==> config.mk <==
export PLATFORM = sky130hd
export DESIGN_NAME = mv_avg_filter_8
export DESIGN_NICKNAME = d
export VERILOG_FILES = /design/src/rtl/mv_avg_filter_8.sv
export SDC_FILE = /design/constraint.sdc
export NUM_CORES = 1
export LEC_CHECK = 0
export BUFFER_PORTS_ARGS = -buffer_cell sky130_fd_sc_hd__buf_2
export CAP_MARGIN = 20
export CORE_UTILIZATION = 30
export DETAILED_ROUTE_END_ITERATION = 16
export RECOVER_POWER = 50
export SETUP_SLACK_MARGIN = 0.02
export SLEW_MARGIN = 40
export SYNTH_ARGS = -nofsm -noshare
export SYNTH_HDL_FRONTEND = slang
export SYNTH_SLANG_ARGS = --single-unit
==> constraint.sdc <==
create_clock -name clk -period 5.25 [get_ports clk]
set_clock_uncertainty 0.1 [all_clocks]
set_input_delay 0.2625 -clock clk [delete_from_list [all_inputs] [get_ports clk]]
set_output_delay 0.2625 -clock clk [all_outputs]
set_load 0.1 [all_outputs]
==> src/rtl/mv_avg_filter_8.sv <==
// 8-tap moving-average filter on 14-bit signed samples, decimated by a
// programmable prescaler strobe; output is floor(sum/8) registered one edge late.
module mv_avg_filter_8 (
  input  logic               clk,
  input  logic               rst,
  input  logic        [31:0] i32_prescaler,
  input  logic signed [13:0] is14_data,
  output logic signed [13:0] os14_data
);
  localparam int NTAPS = 8;
  localparam int DW    = 14;
  localparam int SW    = 17;

  logic        [31:0]              cnt_q, cnt_d, p_last;
  logic                            strobe;
  logic [NTAPS-1:0][DW-1:0]        taps_q, taps_d;
  logic signed [SW-1:0]            sum_q, sum_d;
  logic signed [DW-1:0]            out_q, out_d;

  always_comb begin
    // P = 0 behaves as P = 1; '>=' keeps a shrinking prescaler from locking up
    p_last = (i32_prescaler == 32'd0) ? 32'd0 : i32_prescaler - 32'd1;
    strobe = (cnt_q >= p_last);
    cnt_d  = strobe ? 32'd0 : cnt_q + 32'd1;

    taps_d = taps_q;
    sum_d  = sum_q;
    if (strobe) begin
      taps_d = {taps_q[NTAPS-2:0], is14_data};
      sum_d  = sum_q + SW'(is14_data) - SW'($signed(taps_q[NTAPS-1]));
    end

    // Copying every cycle holds the value between strobes, since sum only moves on strobes
    out_d = sum_q[SW-1:3];
  end

  always_ff @(posedge clk) begin
    if (rst) begin
      cnt_q  <= '0;
      taps_q <= '0;
      sum_q  <= '0;
      out_q  <= '0;
    end else begin
      cnt_q  <= cnt_d;
      taps_q <= taps_d;
      sum_q  <= sum_d;
      out_q  <= out_d;
    end
  end

  assign os14_data = out_q;
endmodule

# Word-level counts from Yosys, hierarchy flattened
# Index checks and enable logic that the tools add are counted.
[totals]
regBits = 175
in_bits = 48
out_inout_bits = 14
[op_classes]
addsub = 4
order_cmp = 1
muxes = 1
n_reduce_logical = 2
[ops]
columns = ["op", "count"]
rows = [
  ["32-bit by 1-bit adder with 32-bit output, second input constant", 1],
  ["32-bit >= comparator", 1],
  ["32-bit zero test", 1],
  ["32-bit 2-to-1 mux", 1],
  ["32-bit by 1-bit subtractor with 32-bit output, second input constant", 1],
  ["17-bit by 14-bit adder with 17-bit output", 1],
  ["17-bit by 14-bit subtractor with 17-bit output", 1],
  ["2-bit OR reduction", 1],
]

# Logic depth before layout (Yosys ltp)
# Gate-level depths: netlist of run 1.
[logic_depth]
word_depth = 4
depth_mapped = 17
ltp_nobuf = 15

# Worst setup path before layout of run 1
# OpenSTA, ideal clock, no wires.
[synth_timing]
path_kind = "input port to flip-flop"
startpoint = "input port i32_prescaler[15]"
endpoint = "register taps_q[55] (netlist bit)"
setup_time_ns = 0.132
arrival_time_ns = 3.782
setup_slack_ns = 1.236
stages = 16
n_path_buf = 2
cell_sequence = "or4_1 -> and4b_1 -> nand4_1 -> or3_1 -> xnor2_1 -> nand2_1 -> ha_1 -> and2_1 -> a221o_1 -> a221oi_1 -> o21ai_1 -> a31o_2 -> clkbuf_1 -> buf_2 -> nand2_1 -> a21oi_1"
[synth_via]
elab_chain_cells = 3
[synth_lines]
columns = ["element", "line_no", "source"]
rows = [
  ["from (decl)", "6", "input logic [31:0] i32_prescaler,"],
  ["32-bit by 1-bit subtractor with 32-bit output or 32-bit zero test (tied branches)", "22", "p_last = (i32_prescaler == 32'd0) ? 32'd0 : i32_prescaler - 32'd1;"],
  ["32-bit 2-to-1 mux (*)", "22", ""],
  ["32-bit >= comparator (*)", "23", "strobe = (cnt_q >= p_last);"],
  ["to (signal assigned)", "45", "taps_q <= taps_d;"],
  ["to (decl)", "16", "logic [NTAPS-1:0][DW-1:0] taps_q, taps_d;"],
]
# Mark *: on every way between the ends. The rest lies on a longest branch, timed or not.
# A chain may end at the register's enable or synchronous reset.

# Final worst setup path of run 1
[layout_timing]
startpoint = "input port i32_prescaler[15]"
endpoint = "register sum_q[9]"
[layout_via]
elab_chain_cells = 3
[layout_lines]
columns = ["element", "line_no", "source"]
rows = [
  ["32-bit by 1-bit subtractor with 32-bit output or 32-bit zero test (tied branches)", "22", ""],
  ["32-bit 2-to-1 mux (*)", "22", ""],
  ["32-bit >= comparator (*)", "23", ""],
  ["to (signal assigned)", "46", "sum_q <= sum_d;"],
  ["to (decl)", "17", "logic signed [SW-1:0] sum_q, sum_d;"],
]
# Marked as above.

==> results of run 1 <==
placed cells by master (no fill, tap or decap), types with 4 or more instances in the layout:
cell type / count
sky130_fd_sc_hd__nand2_1: 303
sky130_fd_sc_hd__dfxtp_1: 175
sky130_fd_sc_hd__a21oi_1: 141
sky130_fd_sc_hd__nor2_1: 83
sky130_fd_sc_hd__inv_1: 73
sky130_fd_sc_hd__ha_1: 53
sky130_fd_sc_hd__buf_2: 45
sky130_fd_sc_hd__xor2_1: 37
sky130_fd_sc_hd__xnor2_1: 29
sky130_fd_sc_hd__nand3_1: 19
sky130_fd_sc_hd__clkbuf_1: 18
sky130_fd_sc_hd__clkbuf_16: 17
sky130_fd_sc_hd__fa_1: 16
sky130_fd_sc_hd__nand4_1: 15
sky130_fd_sc_hd__nor3_1: 14
sky130_fd_sc_hd__o21ai_0: 9
sky130_fd_sc_hd__dlygate4sd3_1: 9
sky130_fd_sc_hd__nor4_1: 7
sky130_fd_sc_hd__a31oi_1: 7
sky130_fd_sc_hd__and4_1: 7
sky130_fd_sc_hd__a21o_1: 7
sky130_fd_sc_hd__clkinv_8: 6
sky130_fd_sc_hd__nand2b_1: 5
sky130_fd_sc_hd__a211oi_1: 5
sky130_fd_sc_hd__buf_4: 5
sky130_fd_sc_hd__nand3b_1: 4
sky130_fd_sc_hd__and3_1: 4
sky130_fd_sc_hd__buf_12: 4
area by class of cell:
cell class | count | area, sq um
Clock buffer | 18 | 439
Tap cell | 384 | 480
Multi-Input combinational cell | 816 | 4790
Sequential cell | 175 | 3500
Inverter | 73 | 274
Fill cell | 2999 | 18600
Timing Repair Buffer | 82 | 512
Clock inverter | 14 | 169
through the flow:
step / std cells / util [%] / instance area (sq um)
after CTS: 1562 / 35.5 / 10200
final: 1562 / 35.3 / 10200
after floorplan: 1115 / - / 8800
after global routing: 1562 / 35.3 / 10200
after detailed placement: 1521 / 33.0 / 9510
after global placement: 1521 / 33.0 / 9510
critical path: cells and delay by family:
family / cells / cell delay [ns]
AND/OR/NAND/NOR: 6 / 1.84
buffers and inverters: 2 / 0.38
AO/OA/AOI/OAI: 6 / 1.60
XOR/XNOR: 1 / 0.14
adder cells (fa/ha/maj): 1 / 0.27
cell families (layout without fill, tap and decap cells):
group                      after synthesis  count (layout)  synth area share [%]
AOI/OAI and AO/OA                      195             195                  12.7
adders and majority gates               69              69                  11.2
buffers and inverters                  124             187                  5.80
and+or+nand+nor                        482             482                  23.4
muxes                                    4               4                 0.469
DFF                                    175             175                  39.8
xor gates and xnor gates                66              66                  6.57
flip-flops by register name, summed over array words and instances (netlist names):
register,cells
sum_q,17
os14_data,14
taps_q,112
cnt_q,32
power by group through the flow:
stage | Combinational (mW) | Clock, mW | Sequential, mW
finish | 0.221 | 1.27 | 1.33
CTS | 0.222 | 1.31 | 1.33
global route | 0.248 | 1.36 | 1.33
global placement | 0.212 | 0 | 1.36
floorplan | 0.150 | 0 | 1.36
detailed placement | 0.216 | 0 | 1.36
worst max-delay path by stage:
stage	from	depth (start not counted)	end	slack, ns
after floorplan	i32_prescaler[15]	16	taps_q[55]$_SDFFE_PP0P_	1.24
after global placement	i32_prescaler[15]	16	sum_q[9]$_SDFFE_PP0P_	0.68
after detailed placement	i32_prescaler[5]	16	sum_q[9]$_SDFFE_PP0P_	0.58
after CTS	i32_prescaler[5]	16	sum_q[9]$_SDFFE_PP0P_	1.01
after global routing	i32_prescaler[5]	17	sum_q[9]$_SDFFE_PP0P_	0.29
final	i32_prescaler[15]	16	sum_q[9]$_SDFFE_PP0P_	0.78
routing by layer:
| layer | vias to the layer above | part of all wire, % | GRT usage (%) |
|---|---|---|---|
| met3 | 14 | 3.4 | 2.28 |
| met1 | 3326 | 51 | 17.1 |
| met2 | 133 | 44 | 19.7 |
| met4 | 0 | 1.3 | 4.46 |
| li1 | 3777 | - | - |
| met5 | - | 0 | 0 |
what timing repair did:
action                    4_1_cts  5_1_grt
hold endpoints to repair        9        0
hold buffers                    9        0
gates resized for setup         0        0
==> results, run 1 <==
- The flow ran to the end, but the final reports show violations.
- The checks that failed: capacitance limit, slew limit.
- After synthesis, flip-flops and latches occupy 39.8% of the total area.
- The die outline area is approximately 30000 sq um.
- The number of antenna violations at the first check in global routing came to 0.
- Global routing used 12.5% of the available tracks across all layers.
- The category of the worst setup path launch point is an input port.
- The capture endpoint of the worst hold path is taps_q[13]$_SDFFE_PP0P_.
- The initial standard-cell utilization of the core is 30.6%.
- The placer's final routability congestion estimate is 0.817.
- Counting along the longest clock path gives a buffer depth of 2.
- The clock reaches the later pin of the worst-skew pair after 0.43 ns.
- Of all flip-flops after synthesis, the portion carrying an async set or reset was 0%.
- After the first detailed-routing iteration, the DRC count stood at 458.
- The relative max-transition margin is -135%.
- For this design the top-level I/O count stands at 62.
- The clock share of power is 44.9%.
- The critical setup path kind is input port to register.
- Summing every instance area after synthesis gives between 8000 and 9000 sq um.
- The count of clock tree sinks is about 180.
- The master cell of the clock root buffer is sky130_fd_sc_hd__clkbuf_16.
- The min-delay analysis places its worst path in the category input port to register.
- The synthesized instance count is 1115.
- The max-slew violation count came to 80.
- Timing analysis after detailed placement gives a worst setup slack of roughly 0.58 ns.
- The design internal power is 2.07 mW.
- Among all flip-flop cells after synthesis, the most frequent one is sky130_fd_sc_hd__dfxtp_1.
- The detail-routed via count per cell is 4.64.
- The maximum clock rate is ~220 MHz.
- The total count of hold-check failures in the final report was 0.
- The total number of nets in the final design is 1282.
- By area the synthesized netlist is led by sky130_fd_sc_hd__dfxtp_1 40%, sky130_fd_sc_hd__nand2_1 13%, sky130_fd_sc_hd__a21oi_1 8.0%.
- The static leakage is 3.91 nW.
- The placement row count is 62.
- The signal on the critical path passes through buf_2 > or4_1 > and4b_1 > nand4_1 > or3_1 > xnor2_1 > nand2_1 > ha_1 > and2_0 > a221o_1 > a221oi_1 > o21ai_0 > a31oi_4 > buf_12 > a31o_2 > a21oi_1.
- Of the cells placed in the final design, the portion with a size suffix greater than 1 is 7.72%.
- Compared with the post-synthesis result, the final layout area differs by 15.6%.
- Net switching is 26.5% of the power.
- The total power density per cell area is 277 nW/um^2.
- The total power consumption of the routed design is about 2.8 mW.
- The number of buffers inserted by port buffering is 61.
- The first global-routing pass estimated 31100 um of wire.
- Dividing the detail-routed wire length by the instance count gives 11.8 um.
- The diode insertion count for antenna repair is 0.
- The die outline width is 173 um.
- After clock tree synthesis, the setup repair step added 0 buffers.
- For the worst setup path, the data arrival time is 4.52 ns.
- The routed design has 18400 um of wire.
- The max-capacitance violation count is 1.
- The capture point of the worst reg-to-reg path is sum_q[16]$_SDFFE_PP0P_.
- The slowest cell on the critical path is sky130_fd_sc_hd__or4_1.
- The mean cell area of the mapped netlist is between 7 and 8 sq um.
- In this run, the combinational gates consume 7.8% of the power.
- The via count of the first global-routing pass is 6650.
- The maximum number of pins on one net before global-route repair is 80.
- The portion of total power attributed to sequential cells is a little under half.
- For this design the total switching power over the nets is between 0.7 and 0.8 mW.
- The shortest clock period the worst path allows after layout is between 4 and 5 ns.
- The hold path startpoint is is14_data[13].
- Dividing the final minimum period by the clock period gives 85.1%.
- The post-DP HPWL is 12600 um.
- The die boundary height is 173 um.
- The worst hold path was traced through 3 stages.
- The path depth of the worst reg2reg path is 11.
- The worst supply voltage drop on vdd is 0.226 mV.
- The post-route antenna net violation count is 0.
- The clock tree synthesis step divided the H-tree into 4 levels.
- The count of vias placed by the detailed router is 7250.
- The setup check on the worst reg-to-reg path leaves a slack of ~1.7 ns.
- The number of nets in the synthesized netlist is 1232.
- The total grt overflow is 0.
- After clock tree synthesis, the clock-pin slew on the worst setup and hold paths is 0.07 ns.
- The top cell type by total area after synthesis is sky130_fd_sc_hd__dfxtp_1.
- The kind of end point of the critical path is a register.
- The count of cell types in the netlist is 55.
- The final worst slack is 0.780 ns.
- The number of buffers created by CTS is 17.
- For this run, the number of Yosys warnings is 0.
- The number of synthesized flops with an enable pin is 0.
- The commonest cells after synthesis are 303 x sky130_fd_sc_hd__nand2_1, 175 x sky130_fd_sc_hd__dfxtp_1, 141 x sky130_fd_sc_hd__a21oi_1.
- The number of iterations in the first detailed-routing pass is 5.
- Setup repair after global routing left no endpoint under its margin.
- The worst-case hold slack is ~0.02 ns.
- TritonCTS built the clock tree.
- The most common cell in the synthesized netlist is sky130_fd_sc_hd__nand2_1.
- In this run the critical register-to-register path is launched from sum_q[2]$_SDFFE_PP0P_.
- The critical path data required time is ~5.3 ns.
- The largest driver fanout on the critical path is slightly above 40.
- After detailed routing, the number of remaining DRC violations is 0.
- The total area inside the core boundary comes to 28800 sq um.
- Synthesis inferred 175 register bits.
- For this run, the slowest stage of the critical path takes 0.61 ns.
- Summed over its instances, the top area cell type makes up 39.8% of the synthesized netlist area.
- The number of setup violations in the final report is 0.
- The transition at the pin with the smallest max-transition slack is 3.53 ns.
- The final sum of negative setup slack is 0 ns.
No activity file was read; power rests on OpenSTA's default activity.
==> run 2, diff against run 1 <==
BUFFER_PORTS_ARGS = not set   (was -buffer_cell sky130_fd_sc_hd__buf_2)
DONT_BUFFER_PORTS = 1   (was not set)
PLACE_DENSITY = 0.48   (was not set)
==> results, run 2 (synthesis gave the netlist of run 1 again) <==
- Relative to the synthesized area, the layout overhead comes to 13.5%.
- The number of buffers inserted by hold repair at cts is 15.
- The remaining routing DRC violations is 0.
- The global-route wire length before repair is 32500 um.
- The net switching power figure is 0.700 mW.
- The register with the most flip-flops in the final layout is taps_q.
- The cell occurring most often along the worst timing path is sky130_fd_sc_hd__nand2_1.
- The worst path uses about 80% of the clock period.
- The share of total power in combinational logic is under 10%.
- The first TritonRoute pass finished after 4 iterations.
- The largest driver fanout on the critical path is 21.
- Dividing the detail-routed via count by the number of cells gives roughly 4.6.
- The cell class contributing the biggest share of worst-path delay is simple AND/OR/NAND/NOR gates.
- Data on the critical path is required at its endpoint by 5.51 ns.
- The clock net in this run drives a total of 175 sinks.
- STA classifies the critical path startpoint as an input port.
- For the finished layout, the period the worst path requires is 4.32 ns.
- In this run the horizontal extent of the chip is ~170 um.
- Max-cap violations in this run came to 0.
- Of the total power, the clock network draws 47.0%.
- The total non-filler cell area in the finished layout is 9990 sq um.
- The per-cell routed wire length is 12.5 um.
- The origin of the worst setup path is i32_prescaler[7].
- Entering global routing, the biggest net connects 144 pins.
- The critical setup path kind is input port to register.
- The hold path startpoint is is14_data[0].
- In this run the count of I/O pins placed on the die edge is 62.
- The post-cts gate resize count is 0.
- The switching part of the total power is around a quarter.
- The peak per-stage delay on the critical path is 0.62 ns.
- The via count of the first global-routing pass is 6622.
- The total count of hold-check failures in the final report was 0.
- The total grt overflow is 0.
- The relative max-transition margin is between 30% and 40%.
- The launching point of the worst reg2reg path is sum_q[5]$_SDFFE_PP0P_.
- Setup repair after global routing left no endpoint under its margin.
- The TritonCTS clock tree is yes.
- The post-DP HPWL is 12800 um.
- The worst setup path is captured at a register.
- The slowest cell on the critical path is sky130_fd_sc_hd__nor4_1.
- The count of buffering cells on the critical path with inverters included is 1.
- For this block, the via count after detailed routing is 6933.
- The buffer levels on the longest clock path is 2.
- Clock tree synthesis inserted a total of 17 buffers.
- The placeable core area is ~29000 sq um.
- Across the VDD grid, the largest voltage drop is about 0.20 mV.
- The number of antenna violations at the first check in global routing is 0.
- The max-slew violation count is 0.
- The static leakage is between 3 and 4 nW.
- The share of cells above drive strength 1 is 4.01%.
- The placed instances occupy a cell area of 9220 sq um.
- Clock-pin slew was measured on the worst setup and hold paths at about 0.070 ns.
- In this run the remaining antenna-violating nets after routing total 0.
- The transition at the pin with the smallest max-transition slack is 0.948 ns.
- The flow ran to the end, and the final reports show no timing, DRC or antenna violations.
- The initial standard-cell utilization of the core is a little under a third.
- Global routing used 13.2% of the available tracks.
- Once the clock tree was built, the setup fixing pass inserted 0 buffers.
- CTS placed an instance of sky130_fd_sc_hd__clkbuf_16 at the clock tree root.
- The final sum of negative setup slack is 0 ns.
- In this run the vertical extent of the chip is 173 um.
- The most frequent standard cell in the layout excluding fill and tap cells is sky130_fd_sc_hd__nand2_1.
- The class of the tightest hold or removal check is input port to register.
- Setup violations remaining at the end of the flow were counted as 0.
- The largest registers in the layout are taps_q x112, cnt_q x32, sum_q x17.
- The internal portion of the total power is around 2.2 mW.
- The later pin in the worst-skew pair is clocked with a latency of 0.44 ns.
- After floorplanning, the core was divided into 62 placement rows.
- The flip-flop count of the largest register after layout is 112.
- The number of antenna diodes in the final layout is 0.
- At the end of the flow, the number of nets in the layout was 1227.
- After the first detailed-routing iteration, the DRC count stood at 380.
- After layout, the design draws a total of 2.88 mW.
- At the end of routability-driven placement, the weighted congestion stood at 0.775.
- Data arrives at the worst endpoint at 4.58 ns.
- The portion of total power attributed to sequential cells is 46.2%.
- The die outline area is 30000 sq um.
- Dividing total power by cell area gives a power density of 288 nW/um^2.
- In the layout the commonest cells are 303 x sky130_fd_sc_hd__nand2_1, 175 x sky130_fd_sc_hd__dfxtp_1, 141 x sky130_fd_sc_hd__a21oi_1, 83 x sky130_fd_sc_hd__nor2_1, 73 x sky130_fd_sc_hd__inv_1.
- The H-tree depth reported by CTS is 4.
- The count of buffers added on input and output ports is 0.
- Wires add up to 18900 um.
- For this run, the top clock speed supported by timing is 232 MHz.
- The critical path goes through nor4_1 > and4b_1 > nand3_1 > nor2_1 > nand2_1 > xnor2_1 > nand2_1 > ha_1 > and2_0 > a221o_1 > a221oi_1 > o21ai_0 > a31oi_4 > buf_4 > nand2_1 > a21oi_1.
-- run 2: cell count changes in the layout (fill, tap and decap cells not counted), moves of 2 or more --
cell and change:
sky130_fd_sc_hd__buf_2 -45, sky130_fd_sc_hd__clkbuf_1 -14, sky130_fd_sc_hd__clkinv_8 -5, sky130_fd_sc_hd__dlygate4sd3_1 +5, sky130_fd_sc_hd__bufinv_16 +3, sky130_fd_sc_hd__inv_8 +2
-- run 2: tightest hold or removal path: stages --
cell and delay (ns):
sky130_fd_sc_hd__ha_1 0.10, sky130_fd_sc_hd__nand2_1 0.04, sky130_fd_sc_hd__a21oi_1 0.12
-- run 2: cell type report --
type / count / area (sq um)
multi-input combinational: 816 / 4790
clock buffer: 18 / 429
tap: 384 / 480
inverter: 73 / 274
fill: 3035 / 18800
clock inverter: 14 / 198
timing repair buffer: 27 / 309
sequential: 175 / 3500
-- run 2: final timing paths --
| check | depth (start not counted) | slack [ns] | end |
|---|---|---|---|
| worst max-delay path | 16 | 0.93 | taps_q[24]$_SDFFE_PP0P_ |
| worst min-delay path | 3 | 0.04 | sum_q[0]$_SDFFE_PP0P_ |
| worst max register to register | 11 | 1.57 | sum_q[16]$_SDFFE_PP0P_ |
| worst min register to register | 2 | 0.35 | taps_q[39]$_SDFFE_PP0P_ |
-- run 2: power by group through the flow --
| stage | sequential [mW] | clock [mW] | combinational (mW) |
|---|---|---|---|
| after floorplan | 1.36 | 0 | 0.150 |
| after global placement | 1.36 | 0 | 0.168 |
| after detailed placement | 1.36 | 0 | 0.170 |
| after CTS | 1.33 | 1.41 | 0.200 |
| after global routing | 1.33 | 1.45 | 0.226 |
| final | 1.33 | 1.35 | 0.197 |
-- run 2: stage by stage --
step / util, % / cells / hold WS (ns) / setup WS [ns]
2_1_floorplan: - / 1115 / 0.303 / 1.24
3_3_place_gp: 32.0 / 1460 / 0.265 / 0.502
3_5_place_dp: 32.0 / 1460 / 0.258 / 0.523
4_1_cts: 34.8 / 1507 / 0.0195 / 0.968
5_1_grt: 34.7 / 1507 / 0.0381 / 0.448
6_report: 34.7 / 1507 / 0.0350 / 0.933
-- run 2: per-layer routing --
layer / wire length, um / up-vias / track usage [%] / part of all wire (%)
met5: 0 / - / 0 / 0
met3: 541 / 14 / 2.65 / 2.9
met4: 212 / 0 / 4.20 / 1.1
met1: 9710 / 3181 / 18.0 / 51
met2: 8430 / 68 / 20.7 / 45
li1: - / 3670 / - / -
